--- src/rtl/sa_pkg.sv ---
// ============================================================================
// Module : sa_pkg
// Brief  : Shared types, operand counts and row-major index maps for the
//          2x2 systolic array loader and array.
// Rev    : 1.0
// ============================================================================
`default_nettype none

package sa_pkg;

    typedef enum logic [1:0] {
        ST_IDLE  = 2'd0,
        ST_LOAD  = 2'd1,
        ST_RUN   = 2'd2,
        ST_FLUSH = 2'd3
    } sa_state_e;

    localparam int N_A     = 16;
    localparam int N_B     = 9;
    localparam int N_BEATS = N_A + N_B;

    // Zero-based row/col to beat index; b operands follow the 16 a operands.
    function automatic int a_index(input int row, input int col);
        return row * 4 + col;
    endfunction

    function automatic int b_index(input int row, input int col);
        return N_A + row * 3 + col;
    endfunction

endpackage

`default_nettype wire

--- src/rtl/sa_timeout_counter.sv ---
// ============================================================================
// Module : sa_timeout_counter
// Brief  : Clearable up-counter used to bound waits on a downstream block.
// Rev    : 1.0
// ============================================================================
`default_nettype none

module sa_timeout_counter #(
    parameter int WIDTH = 6
) (
    input  logic             clk,
    input  logic             rst,
    input  logic             clear_i,
    input  logic             en_i,
    output logic [WIDTH-1:0] count_o
);

    logic [WIDTH-1:0] count_q;

    always_ff @(posedge clk) begin
        if (rst || clear_i) begin
            count_q <= '0;
        end else if (en_i) begin
            count_q <= count_q + 1'b1;
        end
    end

    assign count_o = count_q;

endmodule

`default_nettype wire

--- src/rtl/sa2_operand_loader.sv ---
// ============================================================================
// Module : sa2_operand_loader
// Brief  : Fills 16 data and 9 filter operands from a byte stream, then holds
//          them and drives active_sa2 until the array reports done_sa2.
// Rev    : 1.0
// ============================================================================
`default_nettype none

module sa2_operand_loader
    import sa_pkg::*;
#(
    parameter int DW      = 8,
    parameter int TIMEOUT = 64
) (
    input  logic              clk,
    input  logic              rst,
    input  logic              in_valid,
    input  logic [DW-1:0]     in_data,
    input  logic              in_last,
    output logic              in_ready,
    output logic [N_A*DW-1:0] a_flat,
    output logic [N_B*DW-1:0] b_flat,
    output logic              active_sa2,
    input  logic              done_sa2,
    output logic              busy,
    output logic              frame_err,
    output logic [7:0]        launch_cnt
);

    localparam int          IW       = $clog2(N_BEATS);
    localparam int          TW       = (TIMEOUT > 1) ? $clog2(TIMEOUT) : 1;
    localparam logic [IW-1:0] LAST_IDX = IW'(N_BEATS - 1);
    localparam logic [TW-1:0] TMO_LAST = TW'(TIMEOUT - 1);

    sa_state_e     state_q, state_d;
    logic [IW-1:0] idx_q, idx_d;
    logic [DW-1:0] ops_q [N_BEATS];

    logic          in_ready_q, active_q, busy_q, frame_err_q;
    logic [7:0]    launch_cnt_q;

    logic          accept, we, err_d, done_inc, expired;
    logic [TW-1:0] run_cnt;

    assign accept  = in_valid && in_ready_q;
    assign expired = (run_cnt == TMO_LAST);

    // Counter sits at zero outside RUN, so every RUN visit starts from 0.
    sa_timeout_counter #(
        .WIDTH (TW)
    ) u_timeout (
        .clk     (clk),
        .rst     (rst),
        .clear_i (state_q != ST_RUN),
        .en_i    (state_q == ST_RUN),
        .count_o (run_cnt)
    );

    always_comb begin
        state_d  = state_q;
        idx_d    = idx_q;
        we       = 1'b0;
        err_d    = 1'b0;
        done_inc = 1'b0;
        case (state_q)
            ST_IDLE: begin
                if (accept) begin
                    we = 1'b1;
                    if (in_last) begin
                        err_d = 1'b1;
                    end else begin
                        idx_d   = IW'(1);
                        state_d = ST_LOAD;
                    end
                end
            end
            ST_LOAD: begin
                if (accept) begin
                    we    = 1'b1;
                    idx_d = '0;
                    if (in_last) begin
                        if (idx_q == LAST_IDX) begin
                            state_d = ST_RUN;
                        end else begin
                            err_d   = 1'b1;
                            state_d = ST_IDLE;
                        end
                    end else if (idx_q == LAST_IDX) begin
                        err_d   = 1'b1;
                        state_d = ST_FLUSH;
                    end else begin
                        idx_d = idx_q + 1'b1;
                    end
                end
            end
            ST_FLUSH: begin
                if (accept && in_last) begin
                    state_d = ST_IDLE;
                end
            end
            ST_RUN: begin
                // A done arriving on the final timer cycle still counts.
                if (done_sa2) begin
                    done_inc = 1'b1;
                    state_d  = ST_IDLE;
                end else if (expired) begin
                    err_d   = 1'b1;
                    state_d = ST_IDLE;
                end
            end
            default: begin
                state_d = ST_IDLE;
            end
        endcase
    end

    always_ff @(posedge clk) begin
        if (rst) begin
            state_q      <= ST_IDLE;
            idx_q        <= '0;
            in_ready_q   <= 1'b0;
            active_q     <= 1'b0;
            busy_q       <= 1'b0;
            frame_err_q  <= 1'b0;
            launch_cnt_q <= '0;
        end else begin
            state_q     <= state_d;
            idx_q       <= idx_d;
            in_ready_q  <= (state_d != ST_RUN);
            active_q    <= (state_d == ST_RUN);
            busy_q      <= (state_d != ST_IDLE);
            frame_err_q <= err_d;
            if (done_inc) begin
                launch_cnt_q <= launch_cnt_q + 8'd1;
            end
        end
    end

    always_ff @(posedge clk) begin
        for (int i = 0; i < N_BEATS; i++) begin
            if (rst) begin
                ops_q[i] <= '0;
            end else if (we && (idx_q == IW'(i))) begin
                ops_q[i] <= in_data;
            end
        end
    end

    for (genvar r = 0; r < 4; r++) begin : g_a_row
        for (genvar c = 0; c < 4; c++) begin : g_a_col
            assign a_flat[a_index(r, c)*DW +: DW] = ops_q[a_index(r, c)];
        end
    end

    for (genvar r = 0; r < 3; r++) begin : g_b_row
        for (genvar c = 0; c < 3; c++) begin : g_b_col
            assign b_flat[(b_index(r, c) - N_A)*DW +: DW] = ops_q[b_index(r, c)];
        end
    end

    assign in_ready   = in_ready_q;
    assign active_sa2 = active_q;
    assign busy       = busy_q;
    assign frame_err  = frame_err_q;
    assign launch_cnt = launch_cnt_q;

endmodule

`default_nettype wire

--- config.mk ---
export PLATFORM = sky130hd
export DESIGN_NAME = sa2_operand_loader
export DESIGN_NICKNAME = d
export VERILOG_FILES = /design/src/rtl/sa_pkg.sv /design/src/rtl/sa_timeout_counter.sv /design/src/rtl/sa2_operand_loader.sv
export SDC_FILE = /design/constraint.sdc
export NUM_CORES = 1
export LEC_CHECK = 0
export CAP_MARGIN = 20
export CORE_MARGIN = 2
export CORE_UTILIZATION = 35
export CTS_CLUSTER_DIAMETER = 50
export DETAILED_ROUTE_END_ITERATION = 8
export GPL_ROUTABILITY_DRIVEN = 0
export PLACE_DENSITY = 0.64
export RECOVER_POWER = 100
export SYNTH_ARGS = -nofsm -noshare
export SYNTH_HDL_FRONTEND = slang
export SYNTH_HIERARCHICAL = 1
export SYNTH_SLANG_ARGS = --single-unit
--- constraint.sdc ---
create_clock -name clk -period 2.71 [get_ports clk]
set_input_delay 0.813 -clock clk [delete_from_list [all_inputs] [get_ports clk]]
set_output_delay 0.813 -clock clk [all_outputs]
set_load 0.01 [all_outputs]
==> results.md <==
- The flow ran to the end, and the final reports show no timing, DRC or antenna violations.
- For this design the static power due to leakage is about 4.6 nW.
- Compared with the post-synthesis result, the final layout area differs by 39.4%.
- The hold buffer count at cts is 0.
- The final core utilization is slightly below 50%.
- The count of buffers added by post-CTS timing repair for setup is 0.
- The routed design has 23.4 mm of wire.
- Setup violations remaining at the end of the flow were counted as 0.
- The register bit total from synthesis is 225.
- Including well taps, the total number of placed cells is 1194.
- For this run, the top clock speed supported by timing is 416 MHz.
- The final non-filler cell total is 1245.
- Ranked by total cell area, the synthesized netlist is headed by edfxtp_1 66%, and2_1 13%, dfxtp_1 5.5%.
- The most common cell in the synthesized netlist is edfxtp_1.
- The cell count after synthesis is 631.
- The worst setup path is launched from an input pin.
- The global-route total usage across every layer is 16.8%.
- The commonest cells after synthesis are 200 x edfxtp_1, 195 x and2_1, 25 x dfxtp_1, 24 x clkbuf_1, 24 x o21bai_1.
- The number of H-tree levels is 1.
- Counting along the longest clock path gives a buffer depth of 3.
- The pin slew with the least headroom to its limit is 925 ps.
- The final layout contains just over 900 nets.
- The count of nets left with antenna violations once routing finished came out at 0.
- Final hold analysis gives a worst-case slack of between 400 and 500 ps.
- The total of buffers placed on input and output ports is 224.
- The clock skew after layout is 11.2 ps.
- The horizontal die dimension is 165 um.
- The number of synthesis warnings is 6.
- The cell at the root of the clock tree is clkbuf_16.
- The count of endpoints failing hold in the final timing report was 0.
- Total power for the finished layout comes to between 8 and 9 mW.
- For the finished layout, the period the worst path requires is about 2400 ps.
- The total global routing overflow is 0.
- The critical path data required time is between 2000 and 3000 ps.
- The number of gates resized after cts is 0.
- The share of layout cells above drive strength 1 is approximately 7.8%.
- The starting density of the core is 35.3%.
- The category of the critical setup timing path is in -> reg.
- The distinct cell type count after synthesis is 48.
- The detailed router placed roughly 5700 vias in this run.
- The total DRC errors in the routed layout is 0.
- The floorplan has 59 rows.
- The boundary pin count is 225.
- The core region is 0.0258 mm2.
- For this block, the initial DRC count from the detailed router was 240.
- Of all flip-flops after synthesis, the portion carrying an async set or reset was 0%.
- Across all register-to-register paths, the minimum setup slack is 520 ps.
- The number of pins with negative max-slew slack in the final report is 0.
- Data on the critical path arrives at its endpoint at 2560 ps.
- The floorplan step defined a die boundary enclosing 0.0273 mm2.
- The die span in y is 165 um.
- Summed over all failing endpoints, the final setup total negative slack is 0 ps.
- The post-DP HPWL is between 15 and 20 mm.
- The share of the yosys chip area belonging to registers is 71.4%.
- The headroom to the max-slew limit is 38.3%.
- When the netlist entered floorplanning its net count stood at 651.
- The maximum number of pins on one net before global-route repair is 26.
- The largest area contributor in the netlist is edfxtp_1.
- The number of antenna diodes in the final layout is 0.
- For this design the ratio of total power to cell area is 658 mW/mm2.
- The via count of the first global-routing pass is 5620.
- The class of the most critical hold timing path is reg -> reg.
- Of all nets on the critical path, the largest fanout is 8.
- Of the available clock period, the critical path in the final layout requires 88.6%.
- In this run the biggest area consumer among cell types represents approximately 66% of the synthesized area.
- The global-route wire length before repair is 34.3 mm.
- The max-cap violation count is 0.
- The initial antenna violation count came to 0.
- TritonCTS built the clock tree.
- The worst-case IR drop observed on VDD is 0.366 mV.
- STA classifies the critical path endpoint as a register.
- Buffers inserted during clock tree synthesis total 28.
- The average size of a mapped cell is approximately 14 um2.
- In this run, synthesis inferred 200 flip-flops with an integrated enable.
- The clock-pin slew reported for the worst setup and hold paths after clock tree synthesis is roughly 50 ps.
- Setup repair after global routing left no endpoint under its margin.
- In the final routed layout, each cell accounts on average for 18.8 um.
- The main flop type after synthesis is edfxtp_1.
- In the routed layout, each cell is associated on average with a via count of 4.56.
- The first detailed-routing pass ran for 4 iterations.
- The clock net sink count is approximately 230.
- The cell area after technology mapping is 0.00911 mm2.
- Clock latency on the worst-skew pair, taken at its later pin, is 530 ps.
registers in the layout, indices dropped and copies added, names as in the netlist:
name and flops:
frame_err 1, state_q 2, active_sa2 1, launch_cnt 8
u_timeout/count_o 6, idx_q 5, busy 1, in_ready 1
ops_q 200
stage by stage:
stage / instance area, um2 / worst slack (ps)
finish: 12700 / 309
global route: 12700 / 186
CTS: 12900 / 341
detailed placement: 11900 / 62.5
global placement: 11900 / 78.4
floorplan: 9110 / 549
power by group:
part	leakage (nW)	internal (mW)	switching, mW
registers	2.20	3.90	0.0478
logic	1.98	0.224	0.292
clock network	0.470	2.48	1.42
total	4.65	6.60	1.76
cell families after synthesis:
kind of cell / Yosys count / synth area share [%]
XOR/XNOR: 11 / 1.06
AO/OA/AOI/OAI: 46 / 3.65
AND/OR/NAND/NOR: 301 / 20.9
buffers and inverters: 40 / 1.98
flip-flops: 225 / 71.4
adder cells (fa/ha/maj): 7 / 0.961
multiplexers: 1 / 0.110
path summary, 6_finish.rpt:
kind	startpoint	endpoint	cells past startpoint
worst min-delay path	u_timeout/count_o[5]$_SDFFE_PP0P_	u_timeout/count_o[5]$_SDFFE_PP0P_	2
worst min register to register	u_timeout/count_o[5]$_SDFFE_PP0P_	u_timeout/count_o[5]$_SDFFE_PP0P_	2
worst max register to register	idx_q[0]$_SDFFE_PP0P_	ops_q[0][66]$_SDFFCE_PN0P_	6
worst max-delay path	in_valid	ops_q[0][66]$_SDFFCE_PN0P_	5
layout by cell type (no fill, tap or decap), types with 5 or more instances in the layout:
cell type	instances
a21oi_1	7
and2_0	139
and2_1	56
and3_1	11
buf_4	13
bufinv_16	5
clkbuf_1	32
clkbuf_16	29
clkdlybuf4s50_1	9
dfxtp_1	25
dlygate4sd3_1	214
edfxtp_1	200
ha_1	7
inv_1	6
nand2_1	12
nand3_1	8
nand4_1	5
nor2_1	38
o21ai_0	5
o21bai_1	24
xnor2_1	5
xor2_1	6
routing by layer:
layer | GRT usage, % | up-vias | part of all wire [%]
li1 | - | 2721 | -
met1 | 21.9 | 2740 | 42
met2 | 29.0 | 179 | 50
met3 | 2.97 | 37 | 6.0
met4 | 4.74 | 0 | 2.4
met5 | 0 | - | 0
final cells by class:
| type | instances | area (um2) |
|---|---|---|
| inverters | 6 | 22.5 |
| clock inverters | 13 | 215 |
| repair buffers | 262 | 2440 |
| fillers | 2282 | 13100 |
| clock buffers | 38 | 769 |
| well taps | 335 | 419 |
| flip-flops and latches | 225 | 6510 |
| multi-input cells | 366 | 2330 |
worst max-delay path: stages:
cell and delay, ps:
dlygate4sd3_1 590, and3_2 220, nand2_1 300, o21bai_1 230, clkbuf_1 400
Note: power is estimated with default switching activity, not from simulation.
